### src/rtl/if_stage_unit.sv
// if_stage_unit: MIPS instruction-fetch stage with PC, imem handshake, one-word hold buffer and IF/ID register.
module if_stage_unit #(
    parameter logic [31:0] RESET_PC = 32'h0000_0000,
    parameter logic [31:0] NOP_INST = 32'h0000_0000
) (
    input  logic        clk,
    input  logic        rst,
    input  logic        PCWrite,
    input  logic        IF_ID_Write,
    input  logic        IF_Flush,
    input  logic        PCSrc,
    input  logic        InstSrc,
    input  logic [31:0] BranchTarget,
    input  logic [25:0] JumpIndex,
    output logic        imem_req,
    output logic [31:0] imem_addr,
    input  logic        imem_ack,
    input  logic [31:0] imem_rdata,
    output logic [31:0] IF_ID_Inst,
    output logic [31:0] IF_ID_PC4,
    output logic        IF_ID_Valid,
    output logic [31:0] PC
);
    typedef enum logic {S_REQ, S_HOLD} state_t;

    state_t      state_q, state_d;
    logic [31:0] pc_q, pc_d, hold_q, hold_d, inst_q, inst_d, pc4_q, pc4_d;
    logic        valid_q, valid_d;
    logic        advance, redirect;
    logic [31:0] target, pc_plus4;

    assign advance   = PCWrite & IF_ID_Write;
    assign redirect  = PCWrite & (PCSrc | InstSrc);
    assign target    = InstSrc ? {pc4_q[31:28], JumpIndex, 2'b00} : BranchTarget;
    assign pc_plus4  = pc_q + 32'd4;
    assign imem_req  = state_q == S_REQ;
    assign imem_addr = {pc_q[31:2], 2'b00};
    assign IF_ID_Inst  = inst_q;
    assign IF_ID_PC4   = pc4_q;
    assign IF_ID_Valid = valid_q;
    assign PC          = pc_q;

    always_comb begin
        state_d = state_q;
        pc_d    = pc_q;
        hold_d  = hold_q;
        inst_d  = inst_q;
        pc4_d   = pc4_q;
        valid_d = valid_q;
        if (redirect) begin
            pc_d    = {target[31:2], 2'b00};
            state_d = S_REQ;
            inst_d  = IF_ID_Write ? NOP_INST : inst_q;
            pc4_d   = IF_ID_Write ? pc_plus4 : pc4_q;
            valid_d = IF_ID_Write ? 1'b0 : valid_q;
        end else if (state_q == S_REQ) begin
            if (imem_ack && advance) begin
                inst_d  = imem_rdata;
                pc4_d   = pc_plus4;
                valid_d = 1'b1;
                pc_d    = pc_plus4;
            end else if (imem_ack) begin
                hold_d  = imem_rdata;
                state_d = S_HOLD;
            end else if (advance) begin
                inst_d  = NOP_INST;
                pc4_d   = pc_plus4;
                valid_d = 1'b0;
            end
        end else if (advance) begin
            inst_d  = hold_q;
            pc4_d   = pc_plus4;
            valid_d = 1'b1;
            pc_d    = pc_plus4;
            state_d = S_REQ;
        end
        // A flush kills the ID slot regardless of IF_ID_Write; PC4 is left as-is.
        if (IF_Flush) begin
            inst_d  = NOP_INST;
            pc4_d   = pc4_q;
            valid_d = 1'b0;
        end
    end

    always_ff @(posedge clk or negedge rst) begin
        if (!rst) begin
            state_q <= S_REQ;
            pc_q    <= RESET_PC;
            hold_q  <= 32'd0;
            inst_q  <= NOP_INST;
            pc4_q   <= 32'd0;
            valid_q <= 1'b0;
        end else begin
            state_q <= state_d;
            pc_q    <= pc_d;
            hold_q  <= hold_d;
            inst_q  <= inst_d;
            pc4_q   <= pc4_d;
            valid_q <= valid_d;
        end
    end
endmodule

### config.mk
export PLATFORM = sky130hd
export DESIGN_NAME = if_stage_unit
export DESIGN_NICKNAME = d
export VERILOG_FILES = /design/src/rtl/if_stage_unit.sv
export SDC_FILE = /design/constraint.sdc
export NUM_CORES = 1
export LEC_CHECK = 0
export ABC_AREA = 1
export CAP_MARGIN = 20
export CORE_AREA = 2 2 92 161
export CTS_BUF_LIST = sky130_fd_sc_hd__clkbuf_4 sky130_fd_sc_hd__clkbuf_8 sky130_fd_sc_hd__clkbuf_16
export CTS_CLUSTER_DIAMETER = 80
export DETAILED_ROUTE_END_ITERATION = 7
export DIE_AREA = 0 0 94 163
export DONT_BUFFER_PORTS = 1
export GPL_TIMING_DRIVEN = 0
export PLACE_DENSITY_LB_ADDON = 0.1
export SLEW_MARGIN = 20
export SYNTH_ARGS = -nofsm -noshare
export SYNTH_HDL_FRONTEND = slang
export SYNTH_SLANG_ARGS = --single-unit
### constraint.sdc
create_clock -name clk -period 2.1 [get_ports clk]
set_clock_uncertainty 0.2 [all_clocks]
set_input_delay 0.42 -clock clk [delete_from_list [all_inputs] [get_ports clk]]
set_output_delay 0.42 -clock clk [all_outputs]
set_load 0.02 [all_outputs]
==> impl_metrics.tcl, run 1 <==
set metrics [dict create \
    status "finished, violations left" \
    violations "hold timing" \
    arrival_ns 1.41 \
    avgSynthCellArea_um2 8.12 \
    async_reset_ff_share_pct 100 \
    dp_hpwl_mm 16.7 \
    pwr-share-seq_pct 45.5 \
    cp-start-kind "flop" \
    fin_area_um2 8110 \
    antenna_found_initial 0 \
    yosysWarnings 0 \
    drive_above_1_share_pct 16.1 \
    crit_type "reg2out" \
    swShare_pct 38.0 \
    synth_cells 851 \
    end_kind "output port" \
    numPlacedInstances 1034 \
    yosysTopAreaCell "dfrtp_1" \
    crit_required_ns 1.48 \
    io_buffers 0 \
    drc 0 \
    n_antenna_cell 0 \
    dieArea_um2 15300 \
    p_switching_w 0.00325 \
    cts_hold_buf 32 \
    period_share_pct 96.8 \
    netlist-cell-type-count 35 \
    syn2layout_area_growth_pct 17.3 \
    holdWs_ns -0.503 \
    syn-cell-area_um2 6910 \
    slew_headroom_pct 54.6 \
    slew_viol_final 0 \
    rsz0062_at_grt "false" \
    ys_seq_area_share_pct 46.3 \
    core_area_um2 14200 \
    grt_pass1_vias 6171 \
    synth_edf_count 0 \
    grt_pass1_wl_mm 33.2 \
    pin_count 228 \
    ant_nets 0 \
    peakVddDrop_mv 0.634 \
    clkSinkCount 128 \
    post-route-util_pct 57.3 \
    comb_power_share_pct 21.8 \
    clk_latency_ns 0.42 \
    power_density_nw_per_um2 1050 \
    cts_tree "built" \
    dr.pass1.iters 7 \
    p_int_w 0.00530 \
    cts_max_level 4 \
    yosysMostFrequentCell "nand2_1" \
    grt_max_degree 129 \
    ctsRootBufferMaster "clkbuf_16" \
    row_count 58 \
    ys.flop_type "dfrtp_1" \
    routabilityCongestion 0.982 \
    nets 1006 \
    pre_cts_ws_ns -0.326 \
    power_frac_clock_pct 32.7 \
    instances_no_fill 1099 \
    power_w 0.00855 \
    fin_ws_ns 0.0668 \
    grt.total_usage_pct 28.7 \
    synth_common_cells "nand2_1 (252), dfrtp_1 (128), nor2_1 (107), a31oi_1 (42), nand3_1 (39)" \
    ys_top_cells_by_area "dfrtp_1 (46%), nand2_1 (14%), nor2_1 (5.8%)" \
    die_w_um 94 \
    worstMarginPinSlew_ns 0.680 \
    drt-wirelength-per-cell_um 20.0 \
    route.vias.total 6151 \
    placed_cell_area_um2 7150 \
    cts_buffers 17 \
    synth_top_area_share_pct 46.3 \
    grt_overflow 0 \
    drt-total-wl_mm 22.0 \
    cts_buffer_depth 2 \
    ys_seq_elements 128 \
    hold_class "in2async" \
    p_leak_nw 3.72 \
    fmax_mhz 492 \
    cts.reportedPaths.clkPinSlew_ns 0.06 \
    crit_path_max_fanout 10 \
    cap_violations 0 \
    fp.dieH_um 163 \
    avgViaCountPerCell 5.60 \
    start_util_pct 48.8 \
    setup_viol 0 \
    drtIter0Drc 286 \
    period_needed_ns 2.03 \
    hold_violations 128 \
]
-- worst paths after layout --
check | slack, ns | start | end | cells after the start
hold reg to reg | 0.29 | hold_q[2] | hold_q[2] | 1
hold / removal | -0.50 | rst | PC[11] | 0
setup reg to reg | 0.12 | PC[16] | IF_ID_PC4[19] | 7
max in group asynchronous | 2.01 | rst | PC[26] | 0
min in group clk | 0.06 | imem_rdata[13] | IF_ID_Inst[13] | 2
setup / recovery | 0.07 | state_q | imem_req | 3
-- cell type report --
class                           instances  area (um^2)
Fill cell                            1325         6040
Sequential cell                       128         3220
Multi-Input combinational cell        609         3180
Clock buffer                           19          453
Buffer                                 78          449
Timing Repair Buffer                   34          335
Tap cell                              180          225
Inverter                               39          146
Clock inverter                         12          100
-- critical path, cell delays in order, from the launching register on --
cell     delay (ns)
dfrtp_1        0.36
buf_2          0.17
inv_2          0.14
buf_2          0.32
-- flip-flops by register name, summed over array words and instances, names as in the netlist --
register and flops:
IF_ID_Inst 32, IF_ID_PC4 32, IF_ID_Valid 1, PC 30, hold_q 32, state_q 1
-- metal layers --
| metal | global-route usage [%] | routed length, um |
|---|---|---|
| met1 | 29.4 | 7400 |
| met2 | 55.1 | 12500 |
| met3 | 6.39 | 1340 |
| met4 | 10.7 | 769 |
| met5 | 0 | 0 |
-- power by group through the flow --
stage	registers, W	clock network (W)	logic, W
3_5_place_dp	0.00392	0	0.00178
2_1_floorplan	0.00370	0	0.00147
5_1_grt	0.00396	0.00295	0.00206
4_1_cts	0.00389	0.00283	0.00184
6_report	0.00389	0.00279	0.00187
3_3_place_gp	0.00389	0	0.00175
-- cells by family after synthesis --
| kind of cell | Yosys count | synth area share, % |
|---|---|---|
| mux | 53 | 8.25 |
| xor+xnor | 7 | 0.887 |
| other cells | 1 | 0.0543 |
| simple gates | 410 | 23.6 |
| fa+ha+maj | 1 | 0.181 |
| flops | 128 | 46.3 |
| compound gates | 134 | 12.1 |
| buf+inv | 117 | 8.60 |
-- what timing repair did --
| action | 4_1_cts | 5_1_grt |
|---|---|---|
| pin swaps | 0 | 1 |
| setup endpoints to repair | 28 | 23 |
| endpoints found under the hold margin | 160 | 128 |
| gates resized for setup | 20 | 14 |
| buffers inserted | 0 | 2 |
-- stage by stage --
stage	setup TNS (ns)	hold slack, ns
after floorplan	0	-0.0756
after global placement	-3.64	-0.0719
after detailed placement	-3.85	-0.0722
after CTS	0	-0.514
after global routing	0	-0.522
final	0	-0.503
-- layout by cell type, fill, tap and decap left out, types with 2 or more instances in the layout --
cell type	n
conb_1	4
buf_1	4
inv_6	6
nand3_1	39
o31ai_1	33
dfrtp_2	16
nand3b_1	3
clkbuf_1	25
inv_2	5
xor2_1	2
buf_2	11
mux2_2	27
a31oi_1	42
o21ai_0	19
nand2_2	3
nor3_1	2
mux2_1	5
dlygate4sd3_1	32
buf_4	40
xnor2_1	5
clkbuf_16	17
mux2i_1	21
nand2_1	250
dfrtp_1	112
clkbuf_8	2
clkinvlp_4	3
inv_1	33
a21oi_1	26
nor2_2	6
nor2_4	4
nor2_1	100
o21ai_1	10
Power figures use the tool's default switching activity.
==> run 2, diff against run 1 <==
==> constraint.sdc (replaced) <==
create_clock -name clk -period 2.4 [get_ports clk]
set_clock_uncertainty 0.2 [all_clocks]
set_input_delay 0.48 -clock clk [delete_from_list [all_inputs] [get_ports clk]]
set_output_delay 0.48 -clock clk [all_outputs]
set_load 0.02 [all_outputs]
==> impl_metrics.tcl, run 2 (same netlist as run 1, synthesis figures left out) <==
set metrics [dict create \
    crit_path_max_fanout 6 \
    grt_overflow 0 \
    cts.reportedPaths.clkPinSlew_ns 0.06 \
    nets 989 \
    setup_viol 0 \
    status "finished, violations left" \
    grt_pass1_vias 6002 \
    p_switching_w 0.00283 \
    crit_slowest_cell "dfrtp_1" \
    ant_nets 0 \
    cts_tree "built" \
    peakVddDrop_mv 0.555 \
    cts_buffer_depth 2 \
    dieArea_um2 15300 \
    slew_viol_final 0 \
    drt-total-wl_mm 21.7 \
    io_buffers 0 \
    post-route-util_pct 55.7 \
    grt_max_degree 129 \
    fillers 1357 \
    power_density_nw_per_um2 941 \
    cp-start-kind "flop" \
    pwr-share-seq_pct 45.6 \
    route.vias.total 6080 \
    crit_buf_inv 0 \
    worstMarginPinSlew_ns 0.675 \
    cp_slowest_stage_delay_ns 0.58 \
    hold_class "in2async" \
    end_kind "flop" \
    dp_hpwl_mm 16.7 \
    clkSinkCount 128 \
    most-common-layout-cells "nand2_1 (252), dfrtp_1 (126), nor2_1 (105), a31oi_1 (42), nand3_1 (39)" \
    fin_setup_tns_ns 0 \
    drtIter0Drc 281 \
    power_frac_clock_pct 33.0 \
    final_common_cell "nand2_1" \
    start_util_pct 48.8 \
    crit_required_ns 2.55 \
    grt.total_usage_pct 28.2 \
    dr.pass1.iters 7 \
    drc 0 \
    swShare_pct 38.1 \
    routabilityCongestion 0.982 \
    cts_max_level 4 \
    grt_pass1_wl_mm 32.5 \
    crit_type "reg2reg" \
    hold_violations 128 \
    cp_common_cell "nand2_1" \
    drive_above_1_share_pct 13.6 \
    period_share_pct 95.3 \
    pin_count 228 \
    antenna_found_initial 0 \
    row_count 58 \
    violations "hold timing" \
    worstPathCellList "nand2_1, nor2_1, nand2_1, nor2_2, nand3b_1, nand2_1, nand2_1, nand2_1" \
    ctsRootBufferMaster "clkbuf_16" \
    fin_ws_ns 0.113 \
    p_int_w 0.00459 \
    syn2layout_area_growth_pct 14.0 \
    rsz0062_at_grt "false" \
    drt-wirelength-per-cell_um 20.1 \
    arrival_ns 2.44 \
    die_w_um 94 \
    holdWs_ns -0.442 \
    avgViaCountPerCell 5.62 \
    pre_cts_ws_ns -0.0258 \
    p_leak_nw 3.66 \
    fp.dieH_um 163 \
    fmax_mhz 437 \
    slew_headroom_pct 55.0 \
    cap_violations 0 \
    multi_input_area_um2 3130 \
    comb_power_share_pct 21.4 \
    cts_buffers 17 \
    n_antenna_cell 0 \
    clk_latency_ns 0.42 \
    critical_path.top_delay_family "simple AND/OR/NAND/NOR gates" \
    period_needed_ns 2.29 \
    post-cts-setup-buffer-count 0 \
    regArea_um2 3210 \
    core_area_um2 14200 \
]
==> run 2: cell count changes in the layout (fill, tap and decap cells not counted), moves of 2 or more <==
cell,before,now
buf_4,40,38
dfrtp_1,112,126
dfrtp_2,16,2
dlygate4sd3_1,32,17
nand2_1,250,252
nand2_2,3,1
nor2_1,100,105
nor2_2,6,4
nor2_4,4,1
==> run 2: cell type report <==
class | count | area share [%]
Clock buffer | 19 | 5.75
Inverter | 39 | 1.86
Tap cell | 180 | 2.86
Multi-Input combinational cell | 609 | 39.7
Buffer | 78 | 5.70
Sequential cell | 128 | 40.7
Clock inverter | 12 | 1.27
Timing Repair Buffer | 17 | 2.16
==> run 2: worst register-to-register path: cells and delay by family, from the launching register on <==
| family | cells | cell delay, ns |
|---|---|---|
| AND/OR/NAND/NOR | 8 | 1.45 |
| flip-flops | 1 | 0.58 |
==> run 2: stage by stage <==
| step | area (um^2) | std cells | total power (W) |
|---|---|---|---|
| after floorplan | 6920 | 854 | 0.00453 |
| after global placement | 7150 | 1034 | 0.00494 |
| after detailed placement | 7150 | 1034 | 0.00498 |
| after CTS | 7800 | 1075 | 0.00744 |
| after global routing | 7880 | 1082 | 0.00779 |
| final | 7880 | 1082 | 0.00742 |
==> run 2: power groups by stage <==
stage          sequential [W]  clock, W  combinational, W
4_1_cts               0.00339   0.00247           0.00158
3_5_place_dp          0.00343         0           0.00156
6_report              0.00338   0.00245           0.00159
3_3_place_gp          0.00341         0           0.00153
5_1_grt               0.00344   0.00259           0.00176
2_1_floorplan         0.00324         0           0.00129
==> run 2: final timing paths <==
check,from,endpoint,slack (ns),depth (start not counted)
worst min-delay path,rst,IF_ID_PC4[13],-0.44,0
worst max-delay path,PC[6],IF_ID_PC4[19],0.11,8
max in group asynchronous,rst,PC[26],2.26,0
worst max register to register,PC[6],IF_ID_PC4[19],0.11,8
min in group clk,imem_rdata[4],hold_q[4],0.01,1
worst min register to register,hold_q[2],hold_q[2],0.29,1
==> run 2: repair_timing <==
| action | in CTS | in global routing |
|---|---|---|
| endpoints found under the hold margin | 138 | 135 |
| endpoints found under the setup margin | 2 | 10 |
| resized for setup | 1 | 5 |
| hold buffers | 10 | 7 |
==> run 2: layer usage <==
metal  up-vias  track usage (%)  wire length [um]
li1       2864                -                 -
met1      2945             29.1              7330
met2       234             53.8             12300
met3        37             6.52              1330
met4         0             10.3               752
met5         -                0                 0
==> run 3, diff against run 2 <==
--- a/config.mk
+++ b/config.mk
@@ -5,13 +5,13 @@
 export SDC_FILE = /design/constraint.sdc
 export NUM_CORES = 1
 export LEC_CHECK = 0
-export ABC_AREA = 1
+export ABC_CLOCK_PERIOD_IN_PS = 2400
 export CAP_MARGIN = 20
-export CORE_AREA = 2 2 92 161
+export CORE_AREA = 2 2 91 158
 export CTS_BUF_LIST = sky130_fd_sc_hd__clkbuf_4 sky130_fd_sc_hd__clkbuf_8 sky130_fd_sc_hd__clkbuf_16
 export CTS_CLUSTER_DIAMETER = 80
 export DETAILED_ROUTE_END_ITERATION = 7
-export DIE_AREA = 0 0 94 163
+export DIE_AREA = 0 0 93 160
 export DONT_BUFFER_PORTS = 1
 export GPL_TIMING_DRIVEN = 0
 export PLACE_DENSITY_LB_ADDON = 0.1
==> impl_metrics.tcl, run 3 <==
set metrics [dict create \
    start_util_pct 48.6 \
    drive_above_1_share_pct 23.6 \
    grt_overflow 0 \
    netlist-cell-type-count 44 \
    dr.pass1.iters 5 \
    ys.flop_type "dfrtp_1" \
    arrival_ns 2.52 \
    end_kind "flop" \
    cap_violations 0 \
    comb_power_share_pct 17.1 \
    critical_path.top_delay_family "simple AND/OR/NAND/NOR gates" \
    cts_tree "built" \
    ant_nets 0 \
    n_antenna_cell 0 \
    clk_latency_ns 0.41 \
    syn-cell-area_um2 6650 \
    synth_cells 678 \
    io_buffers 0 \
    pre_cts_ws_ns -0.451 \
    fp.dieH_um 160 \
    p_switching_w 0.00225 \
    fmax_mhz 419 \
    p_leak_nw 3.03 \
    holdWs_ns -0.443 \
    p_int_w 0.00445 \
    grt.total_usage_pct 27.5 \
    status "finished, violations left" \
    setup_viol 0 \
    final_common_cell "dfrtp_1" \
    core_area_um2 13700 \
    violations "hold timing" \
    routabilityCongestion 0.956 \
    power_density_nw_per_um2 855 \
    fin_ws_ns 0.0150 \
    yosysWarnings 0 \
    clkSinkCount 128 \
    drtIter0Drc 279 \
    cts_buffers 17 \
    fin_area_um2 7830 \
    die_w_um 93 \
    syn2layout_area_growth_pct 17.7 \
    synth_common_cells "dfrtp_1 (128), nand2_1 (70), o21ai_0 (59), clkbuf_1 (44), buf_4 (36)" \
    crit_slowest_cell "or4_4" \
    rsz0062_at_grt "true" \
    period_share_pct 99.4 \
    slew_headroom_pct 39.7 \
    hold_violations 128 \
    row_count 57 \
    crit_required_ns 2.53 \
    ys_seq_area_share_pct 48.1 \
    grt_max_degree 129 \
    cts_buffer_depth 2 \
    cp-start-kind "flop" \
    drt-total-wl_mm 21.0 \
    worstPathCellList "nand4_1, buf_6, or4_4, or4_1, a31oi_1" \
    avgViaCountPerCell 6.24 \
    crit_type "reg2reg" \
    ctsRootBufferMaster "clkbuf_16" \
    avgSynthCellArea_um2 9.81 \
    worstMarginPinSlew_ns 0.905 \
    dp_hpwl_mm 14.9 \
    yosysTopAreaCell "dfrtp_1" \
    dieArea_um2 14900 \
    hold_class "in2async" \
    crit_buf_inv 1 \
    swShare_pct 33.5 \
    yosysMostFrequentCell "dfrtp_1" \
    ys_seq_elements 128 \
    nets 820 \
    slew_viol_final 0 \
    cp_slowest_stage_delay_ns 0.56 \
    power_frac_clock_pct 37.0 \
    crit_path_max_fanout 7 \
    cts_max_level 4 \
    route.vias.total 5675 \
    grt_pass1_vias 5747 \
    async_reset_ff_share_pct 100 \
    grt_pass1_wl_mm 31.6 \
    pin_count 228 \
    ys_top_cells_by_area "dfrtp_1 (48%), mux2_2 (5.4%), o21ai_0 (4.4%)" \
    most-common-layout-cells "dfrtp_1 (102), nand2_1 (70), o21ai_0 (59), buf_4 (48), a31oi_1 (33)" \
    period_needed_ns 2.39 \
    cts.reportedPaths.clkPinSlew_ns 0.06 \
    pwr-share-seq_pct 45.9 \
    peakVddDrop_mv 0.437 \
    antenna_found_initial 0 \
    drc 0 \
    placed_cell_area_um2 6890 \
    synth_top_area_share_pct 48.1 \
    drt-wirelength-per-cell_um 23.0 \
    synth_edf_count 0 \
]
[run 3: changes by cell type after synthesis, moves of 13 or more]
cell | previous run | this run
a211oi_1 | 0 | 27
a21oi_1 | 26 | 10
a22oi_1 | 0 | 32
clkbuf_1 | 26 | 44
inv_1 | 34 | 3
mux2i_1 | 21 | 3
nand2_1 | 252 | 70
nand3_1 | 39 | 11
nor2_1 | 107 | 20
nor2b_1 | 0 | 27
o21ai_0 | 20 | 59
o31ai_1 | 33 | 20
or3_1 | 0 | 16
or4_1 | 0 | 26
[run 3: through the flow]
step | cells | hold WS (ns) | TNS [ns] | util [%] | total power [W]
2_1_floorplan | 681 | -0.0156 | 0 | - | 0.00382
3_3_place_gp | 858 | -0.0127 | -12.43 | 50.3 | 0.00408
3_5_place_dp | 858 | -0.0121 | -17.10 | 50.3 | 0.00414
4_1_cts | 895 | -0.451 | 0 | 55.6 | 0.00666
5_1_grt | 910 | -0.466 | -0.399 | 57.2 | 0.00697
6_report | 910 | -0.443 | 0 | 57.2 | 0.00669
[run 3: area by class of cell]
class                           count  area, um^2
Buffer                             84         519
Inverter                            3        11.3
Clock buffer                       17         425
Timing Repair Buffer               23         218
Tap cell                          177         221
Multi-Input combinational cell    464        3060
Clock inverter                     14         136
Fill cell                        1252        5870
Sequential cell                   128        3240
[run 3: metal layers]
layer  wire [um]  vias up  GRT usage (%)
li1            -     2553              -
met1        7170     2800           28.8
met2       11100      276           48.6
met3        1900       46           9.06
met4         821        0           13.3
met5           0        -              0
[run 3: worst paths after layout]
check                      cells after the start            from         end  slack (ns)
setup / recovery                               5          PC[18]      PC[29]        0.01
hold / removal                                 0             rst  hold_q[20]       -0.44
setup reg to reg                               5          PC[18]      PC[29]        0.01
hold reg to reg                                1      hold_q[14]  hold_q[14]        0.31
max in group asynchronous                      0             rst       PC[4]        2.26
min in group clk                               1  imem_rdata[14]  hold_q[14]        0.02
[run 3: cells by family after synthesis]
| group | share of synthesized area, % |
|---|---|
| compound gates | 18.6 |
| xor+xnor | 3.03 |
| fa+ha+maj | 0.188 |
| buf+inv | 7.13 |
| flops | 48.1 |
| mux | 5.87 |
| other cells | 0.0564 |
| simple gates | 16.9 |
[run 3: power by group through the flow]
stage	clock (W)	combinational, W	sequential (W)
5_1_grt	0.00261	0.00124	0.00312
3_3_place_gp	0	0.00101	0.00307
3_5_place_dp	0	0.00104	0.00309
4_1_cts	0.00250	0.00109	0.00307
2_1_floorplan	0	0.000861	0.00296
6_report	0.00248	0.00114	0.00307
[run 3: timing repair]
item / 4_1_cts / 5_1_grt
setup buffers: 6 / 11
gates resized for setup: 50 / 26
pin swaps: 4 / 12
endpoints found under the setup margin: 65 / 53
hold endpoints to repair: 128 / 133
gates cloned: 0 / 1
